## src/rtl/cache_arb_pkg.sv

```systemverilog
// Shared definitions for the cache request arbiter: lock state, the opcodes that
// affect arbitration, and helpers for ID and packet widths.
package cache_arb_pkg;

    localparam int opcode_width_lp = 6;

    // Subset of the bsg_cache opcode encodings; packets are {opcode, addr, data, mask}.
    typedef enum logic [opcode_width_lp-1:0] {
        LW      = 6'b000010,
        SW      = 6'b001010,
        ALOCK   = 6'b011011,
        AUNLOCK = 6'b011100
    } bsg_cache_opcode_e;

    typedef enum logic {
        UNLOCKED = 1'b0,
        LOCKED   = 1'b1
    } lock_state_e;

    function automatic int id_width(input int n);
        return (n <= 1) ? 1 : $clog2(n);
    endfunction

    function automatic int pkt_width(input int addr_w, input int data_w);
        return opcode_width_lp + addr_w + data_w + data_w / 8;
    endfunction

endpackage

```

## src/rtl/bsg_fifo_1r1w_small.sv

```systemverilog
// Small one-read one-write FIFO holding the requester ID of each outstanding cache packet.
module bsg_fifo_1r1w_small #(
    parameter int width_p = 2,
    parameter int els_p   = 4
) (
    input  logic               clk_i,
    input  logic               reset_n_i,
    input  logic               v_i,
    output logic               ready_o,
    input  logic [width_p-1:0] data_i,
    output logic               v_o,
    output logic [width_p-1:0] data_o,
    input  logic               yumi_i
);

    localparam int ptr_width_lp = (els_p <= 1) ? 1 : $clog2(els_p);
    localparam int cnt_width_lp = $clog2(els_p + 1);
    localparam logic [ptr_width_lp-1:0] last_ptr_lp = ptr_width_lp'(els_p - 1);
    localparam logic [cnt_width_lp-1:0] full_cnt_lp = cnt_width_lp'(els_p);

    logic [width_p-1:0]      storage [els_p];
    logic [ptr_width_lp-1:0] wr_ptr;
    logic [ptr_width_lp-1:0] rd_ptr;
    logic [cnt_width_lp-1:0] count;
    logic                    push;
    logic                    pop;

    assign ready_o = (count != full_cnt_lp);
    assign v_o     = (count != '0);
    assign push    = v_i & ready_o;
    assign pop     = yumi_i & v_o;
    assign data_o  = storage[rd_ptr];

    // Pointers wrap explicitly so depths that are not powers of two work.
    always_ff @(posedge clk_i or negedge reset_n_i) begin
        if (!reset_n_i) begin
            wr_ptr <= '0;
            rd_ptr <= '0;
            count  <= '0;
        end else begin
            if (push)
                wr_ptr <= (wr_ptr == last_ptr_lp) ? '0 : wr_ptr + ptr_width_lp'(1);
            if (pop)
                rd_ptr <= (rd_ptr == last_ptr_lp) ? '0 : rd_ptr + ptr_width_lp'(1);
            count <= count + cnt_width_lp'(push) - cnt_width_lp'(pop);
        end
    end

    always_ff @(posedge clk_i) begin
        if (push)
            storage[wr_ptr] <= data_i;
    end

endmodule

```

## src/rtl/cache_req_arbiter.sv

```systemverilog
// Round-robin arbiter sharing one bsg_cache port among several requesters, with
// in-order response routing and ALOCK/AUNLOCK exclusive access.
module cache_req_arbiter
    import cache_arb_pkg::*;
#(
    parameter int  num_req_p          = 4,
    parameter int  data_width_p       = 32,
    parameter int  addr_width_p       = 32,
    parameter int  max_out_p          = 4,
    localparam int cache_pkt_width_lp = pkt_width(addr_width_p, data_width_p),
    localparam int lg_req_lp          = id_width(num_req_p)
) (
    input  logic                                    clk_i,
    input  logic                                    reset_n_i,
    input  logic [num_req_p*cache_pkt_width_lp-1:0] req_pkt_i,
    input  logic [num_req_p-1:0]                    req_v_i,
    output logic [num_req_p-1:0]                    req_ready_o,
    output logic [data_width_p-1:0]                 req_data_o,
    output logic [num_req_p-1:0]                    req_v_o,
    input  logic [num_req_p-1:0]                    req_yumi_i,
    output logic [cache_pkt_width_lp-1:0]           cache_pkt_o,
    output logic                                    cache_v_o,
    input  logic                                    cache_ready_i,
    input  logic [data_width_p-1:0]                 cache_data_i,
    input  logic                                    cache_v_i,
    output logic                                    cache_yumi_o
);

    typedef logic [num_req_p-1:0] req_vec_t;

    logic [1:0]                 rst_sync;
    logic                       active;
    lock_state_e                lock_state;
    lock_state_e                lock_state_next;
    logic [lg_req_lp-1:0]       lock_id;
    logic [lg_req_lp-1:0]       lock_id_next;
    logic [lg_req_lp-1:0]       rr;
    logic [lg_req_lp-1:0]       rr_next;
    logic [lg_req_lp-1:0]       grant;
    logic [lg_req_lp-1:0]       head;
    req_vec_t                   eligible;
    req_vec_t                   upper;
    req_vec_t                   pick;
    logic                       fifo_ready;
    logic                       fifo_v;
    logic                       accept;
    logic                       resp_v;
    logic [opcode_width_lp-1:0] opcode;

    // Reset asserts immediately but releases on a clock edge; outputs are gated while it is held.
    always_ff @(posedge clk_i or negedge reset_n_i) begin
        if (!reset_n_i)
            rst_sync <= 2'b00;
        else
            rst_sync <= {rst_sync[0], 1'b1};
    end

    assign active = rst_sync[1];

    // Requesters at or above the pointer win first; otherwise wrap to the lowest eligible.
    always_comb begin
        eligible = (lock_state == LOCKED) ? (req_v_i & (req_vec_t'(1) << lock_id)) : req_v_i;
        upper    = eligible & ~((req_vec_t'(1) << rr) - req_vec_t'(1));
        pick     = (upper != '0) ? upper : eligible;
        grant    = '0;
        for (int i = num_req_p - 1; i >= 0; i--) begin
            if (pick[i])
                grant = lg_req_lp'(i);
        end
    end

    assign cache_v_o   = active & (|eligible) & fifo_ready;
    assign cache_pkt_o = req_pkt_i[int'(grant) * cache_pkt_width_lp +: cache_pkt_width_lp];
    assign accept      = cache_v_o & cache_ready_i;
    assign req_ready_o = accept ? (req_vec_t'(1) << grant) : '0;
    assign opcode      = cache_pkt_o[cache_pkt_width_lp-1 -: opcode_width_lp];

    assign resp_v       = active & cache_v_i & fifo_v;
    assign req_v_o      = resp_v ? (req_vec_t'(1) << head) : '0;
    assign req_data_o   = cache_data_i;
    assign cache_yumi_o = resp_v & req_yumi_i[head];

    always_ff @(posedge clk_i or negedge active) begin
        if (!active) begin
            lock_state <= UNLOCKED;
            lock_id    <= '0;
            rr         <= '0;
        end else begin
            lock_state <= lock_state_next;
            lock_id    <= lock_id_next;
            rr         <= rr_next;
        end
    end

    // The pointer is frozen while locked so the requester after the owner goes next on unlock.
    always_comb begin
        lock_state_next = lock_state;
        lock_id_next    = lock_id;
        rr_next         = rr;
        if (accept) begin
            if (lock_state == UNLOCKED)
                rr_next = (grant == lg_req_lp'(num_req_p - 1)) ? '0 : grant + lg_req_lp'(1);
            if (opcode == ALOCK) begin
                lock_state_next = LOCKED;
                lock_id_next    = grant;
            end else if (opcode == AUNLOCK && lock_state == LOCKED && lock_id == grant) begin
                lock_state_next = UNLOCKED;
            end
        end
    end

    bsg_fifo_1r1w_small #(
        .width_p(lg_req_lp),
        .els_p  (max_out_p)
    ) id_fifo (
        .clk_i    (clk_i),
        .reset_n_i(active),
        .v_i      (accept),
        .ready_o  (fifo_ready),
        .data_i   (grant),
        .v_o      (fifo_v),
        .data_o   (head),
        .yumi_i   (cache_yumi_o)
    );

    // A response with nothing outstanding means the cache and this block disagree.
    resp_needs_outstanding: assert property (@(posedge clk_i) disable iff (!active)
        !(cache_v_i && !fifo_v));

endmodule
```

## config.mk

```make
export PLATFORM = sky130hd
export DESIGN_NAME = cache_req_arbiter
export DESIGN_NICKNAME = d
export VERILOG_FILES = /design/src/rtl/cache_arb_pkg.sv /design/src/rtl/bsg_fifo_1r1w_small.sv /design/src/rtl/cache_req_arbiter.sv
export SDC_FILE = /design/constraint.sdc
export NUM_CORES = 1
export LEC_CHECK = 0
export CORE_AREA = 8 8 172 174
export DETAILED_ROUTE_END_ITERATION = 8
export DIE_AREA = 0 0 180 182
export GPL_TIMING_DRIVEN = 0
export PLACE_DENSITY = 0.55
export SYNTH_ARGS = -nofsm -noshare
export SYNTH_HDL_FRONTEND = slang
export SYNTH_SLANG_ARGS = --single-unit
```

## constraint.sdc

```tcl
create_clock -name clk_i -period 6.9 [get_ports clk_i]
set_input_delay 0.69 -clock clk_i [delete_from_list [all_inputs] [get_ports clk_i]]
set_output_delay 0.69 -clock clk_i [all_outputs]
set_load 0.02 [all_outputs]
```

== Yosys cells after proc, flatten, opt, wreduce, memory -nomap -nowiden ==
Memory sizes are Yosys's and may differ from the RTL's.
Cells that the tools add are included.
W data, S select, Z words.
Word-level totals
  output and inout port bits: 116
  bits in registers: 14
  latch bits: 0
  memories: 1
  bits in writable memories: 8
  bits in read-only memories: 0
Memories
  id_fifo.storage: words 4, bits a word 2, read ports 1, clocked after memory_dff 0, wr ports 1, line bsg_fifo_1r1w_small.sv:21  | logic [width_p-1:0] storage [els_p];
Cells by class
  eq/ne operators: 7
  reductions and logical operators: 9
  bitwise operators: 12
  divide/modulo/power cells: 0
  add/subtract/negate cells: 6
  multipliers: 1
  muxes and demuxes: 17
  shifts and indexed selects: 5
  $lt $le $gt $ge: 1
Operator list (number)
  $shiftx A296 B10 Y74: 1
  $mux W4: 4
  $shl A1 B2 Y4 const A: 4
  $mux W2: 7
  $eq A6 B5 Y1 const B: 2
  $and A1 B1 Y1: 8
  $and A4 B4 Y4: 2
  $mul A2 B6 Y8 const B: 1
  $add A2 B1 Y2 const B: 3
  $eq A2 B2 Y1 const B: 3
  $reduce_and A2 Y1: 3
  $mux W1: 5
  $not A4 Y4: 1
  $reduce_bool A4 Y1: 1
  $reduce_or A4 Y1: 1
  $sub A4 B1 Y4 const B: 1
  $add A3 B1 Y3: 1
  $lt A2 B3 Y1 const B: 1
  $ne A3 B3 Y1 const B: 1
  $reduce_bool A3 Y1: 1
  $sub A3 B1 Y3: 1
  $bmux W1 S2: 1
  $eq A2 B2 Y1: 1
  $logic_and A1 B1 Y1: 2
  other kinds (2): 2

== Depth between registers and ports, before layout ==
  depth after elaboration: 17
  mapped depth: 11
  gate-level depth less buffers: 11

== Hierarchy ==
From an unflattened synthesis, not the netlist that was laid out.
Second synthesis, totals
  cells, all modules: 606
  area, all modules: 3838.7 um^2
Modules (own cells, without submodules)
  cache_req_arbiter: sequential area each 175.2 um^2, times used 1, area an instance 3105.5 um^2, cells each 558
  bsg_fifo_1r1w_small: sequential area each 415.4 um^2, times used 1, area an instance 733.2 um^2, cells each 48

== Worst setup path after synthesis ==
Ideal clock, no wire load.
  path type: input-to-output
  start point: input req_v_i[0]
  end point: output cache_pkt_o[0]
  arrival: 2.649 ns
  buffers on the path: 3
  cell stages on the path: 10
  path slack: 3.561 ns
  path through: and3_4 > o211a_1 > a221o_1 > buf_6 > inv_1 > clkbuf_1 > clkbuf_1 > nand2_1 > and3_1 > a31oi_1
On the way
  cells in the longest elaborated chain, start to end: 11
Ends and longest elaborated chain
  from (decl): line cache_req_arbiter.sv:16  | input logic [num_req_p-1:0] req_v_i,
  $and A4 B4 Y4: line cache_req_arbiter.sv:62  | eligible = (lock_state == LOCKED) ? (req_v_i & (req_vec_t'(1) << lock_id)) : req_v_i;
  $mux W4 *: line cache_req_arbiter.sv:62
  $and A4 B4 Y4: line cache_req_arbiter.sv:63  | upper = eligible & ~((req_vec_t'(1) << rr) - req_vec_t'(1));
  $reduce_bool A4 Y1: line cache_req_arbiter.sv:64  | pick = (upper != '0) ? upper : eligible;
  $mux W4 *: line cache_req_arbiter.sv:64
  $mux W2 (3 in series): line cache_req_arbiter.sv:67  | if (pick[i])
  $mux W2 *: line cache_req_arbiter.sv:67
  $mul A2 B6 Y8 *: line cache_req_arbiter.sv:73  | assign cache_pkt_o = req_pkt_i[int'(grant) * cache_pkt_width_lp +: cache_pkt_width_lp];
  $shiftx A296 B10 Y74 *: line cache_req_arbiter.sv:73
  to (decl): line cache_req_arbiter.sv:21  | output logic [cache_pkt_width_lp-1:0] cache_pkt_o,
Mark *: on every way between the ends. The rest lies on a longest branch, timed or not.

== Worst setup path after layout ==
  start point: input req_v_i[1]
  end point: output cache_pkt_o[65]
Same word-level chain as after synthesis.

==> flow_summary_export.csv <==
group,metric,value,unit
job,max-cap-violations,0,
pwr,cellLeakagePower,3.625,nW
critical_path,worstSetupPathType,"in2out",
layout,area_delta_synth_final,126.1,%
global_route,antenna_found_initial,3,
timing,setup_viol,0,
global_route,gr-usage-met2,0.2988,
timing,fin_skew,0.002801,ns
pwr,swShare,0.5344,
timing,post-route-min-period,5.144,ns
timing,slew_headroom,0.3385,
critical_path,worstPathRequired,6.21,ns
global_route,first_global_vias,6394,
yosys,synthFlopType,"dfrtp_1",
yosys,ys_warn_count,0,
yosys,syn_avg_cell_area,6.202,sq um
routing,drt-initial-drc-count,254,
clock_network,root_buffer,"clkbuf_16",
routing,ant_nets,0,
layout,final_cells,1379,
global_route,grt_max_degree,16,
critical_path,end_kind,"primary output",
hold_path,hold_class,"reg2async",
pwr,net-switching-power,1.723,mW
clock_network,cts_tree,"done",
yosys,ys_types,43,
layout,nets,1388,
status,status,"complete, no violations",
timing,setup-tns-final,0,ns
yosys,yosys_register_bits,22,
pwr,sequentialPowerShare,0.071,
layout,final_cell_mix,"423 x clkdlybuf4s50_1, 280 x nand2_1, 77 x and3_1",
critical_path,crit_fanout,10,
floorplanning,start_util,0.1415,
clock_network,post_cts_buffers,0,
global_route,gr-total-overflow,0,
yosys,ys_seq_area_frac,0.1566,
floorplanning,die_x,180,microns
placement,place_inst,1372,
timing,tightest_slew,0.9923,ns
pwr,ir_drop,0.0001655,V
routing,vias,5950,
timing,fin_hold_ws,0.2427,ns
floorplanning,core,26650,sq um
critical_path,startpoint_type,"input port",
layout,layout-drive-gt1-share,0.05411,
routing,route.detailed.drc,0,
timing,hold_viol,0,
timing,fin_crit_sh,0.7455,
routing,drt_first_pass_iters,5,
timing,slew_viol_final,0,
critical_path,r2r.worst_path.cells,11,
yosys,synth_area,3771,sq um
clock_network,ctsHoldBuffers,0,
global_route,grt_pass1_wl,41.46,mm
critical_path,r2r_start,"lock_id[0]",
global_route,gr-usage-met3,0.04371,
global_route,busiest_layer,"met2",
clock_network,cts_buffers,3,
placement,post-dp-hpwl,24.19,mm
placement,io_buffer_count,423,
clock_network,cts.sinks,22,
pwr,p_per_area,378.0,nW/um^2
pwr,power.internal,1.501,mW
critical_path,reg2reg_to,"rr[1]",
routing,avgViaCountPerCell,4.315,
clock_network,htreeDepth,1,
clock_network,cts_buffer_depth,2,
layout,num-fill-cells,2884,
pwr,combPwrFrac,0.889,
global_route,groute.usage.overall,0.1630,
critical_path,r2r_setup_slack,3.52,ns
floorplanning,io_pins,456,
routing,wl_per_cell,20.67,microns
placement,gp_congestion,0.8618,
floorplanning,dieArea,32760,sq um
critical_path,cp.arrival,4.45,ns
yosys,async_reset_ff_frac,0.6364,
pwr,finalPower,3.224,mW
floorplanning,rows,60,
timing,fmax,194.4,MHz
yosys,synth_edf_count,8,
clock_network,cts_resized,0,
floorplanning,die_y,182,microns
routing,wirelength,28.51,mm
layout,final_common_cell,"clkdlybuf4s50_1",
yosys,syn_nets,960,
yosys,postSynthCellCount,608,
timing,grt_setup_unrepaired,"no",
clock_network,clk_latency,0.25,ns
global_route,use_met1,0.1871,
clock_network,clk_pin_slew,0.06,ns
pwr,p_clk_frac,0.040,
cells in the mapped netlist, types with 5 or more instances:
master | instances | area [sq um]
nand2_1 | 280 | 1051
o21ai_1 | 5 | 25.02
ha_1 | 11 | 137.6
and3_1 | 77 | 481.7
a31oi_1 | 68 | 425.4
mux4_2 | 7 | 157.7
clkbuf_1 | 35 | 131.4
edfxtp_1 | 8 | 240.2
dfrtp_1 | 14 | 350.3
buf_4 | 33 | 247.7
inv_1 | 12 | 45.04
buf_1 | 5 | 18.77
nor2_1 | 7 | 26.28
worst max-delay path: stages:
cell and delay (ns):
clkdlybuf4s50_1 0.51, o21a_1 0.18, o211a_1 0.16, a221o_1 0.15, buf_6 0.17, clkbuf_1 0.59, clkbuf_1 0.80, nand2_1 0.23
a31oi_1 0.28, clkdlybuf4s50_1 0.68
logic make-up after synthesis:
logic type      share of synthesized area
compound gates                     0.1493
xor+xnor                         0.009289
fa+ha+maj                         0.04180
buf+inv                            0.1257
flops                              0.1566
mux                               0.07001
other cells                     0.0009944
simple gates                       0.4463
through the flow:
step,area (sq um),utilization,setup WS [ns]
5_1_grt,8528,0.3200,1.471
6_report,8528,0.3200,1.756
3_3_place_gp,8432,0.3164,1.596
2_1_floorplan,3771,-,3.561
3_5_place_dp,8432,0.3164,1.633
4_1_cts,8521,0.3197,1.617
cell type report:
cell class / count / area, sq um / area share
Inverter: 12 / 45.04 / 0.005282
Multi-Input combinational cell: 496 / 2706 / 0.3173
Clock buffer: 4 / 88.84 / 0.01042
Buffer: 78 / 429.2 / 0.05032
Antenna cell: 3 / 7.507 / 0.0008803
Tap cell: 341 / 426.7 / 0.05003
Sequential cell: 22 / 590.6 / 0.06925
Timing Repair Buffer: 423 / 4234 / 0.4965
routing by layer:
layer	vias up	wire length, microns
met5	-	0
met4	0	447
met3	20	2092
met2	276	14550
met1	2752	11430
li1	2902	-
flip-flops by register name (all words and copies together) (netlist names):
register and count:
id_fifo.rd_ptr 2, lock_state 1, id_fifo.storage 8, id_fifo.count 3, id_fifo.wr_ptr 2, lock_id 2, rst_sync 2, rr 2
power by group through the flow:
| stage | registers, mW | clock network (mW) | logic [mW] |
|---|---|---|---|
| 5_1_grt | 0.235 | 0.139 | 3.11 |
| 4_1_cts | 0.228 | 0.135 | 2.92 |
| 3_3_place_gp | 0.228 | 0 | 2.92 |
| 2_1_floorplan | 0.218 | 0 | 1.52 |
| 6_report | 0.228 | 0.130 | 2.87 |
| 3_5_place_dp | 0.231 | 0 | 2.90 |
worst max path at each step:
stage,startpoint,to,slack (ns),depth (start not counted)
6_report,req_v_i[1],cache_pkt_o[65],1.76,10
5_1_grt,req_v_i[1],cache_pkt_o[65],1.47,11
4_1_cts,req_v_i[1],cache_pkt_o[63],1.62,10
3_5_place_dp,req_v_i[1],cache_pkt_o[65],1.63,10
3_3_place_gp,req_v_i[1],cache_pkt_o[65],1.60,10
2_1_floorplan,req_v_i[0],cache_pkt_o[0],3.56,10
Note: power is estimated with default switching activity, not from simulation.
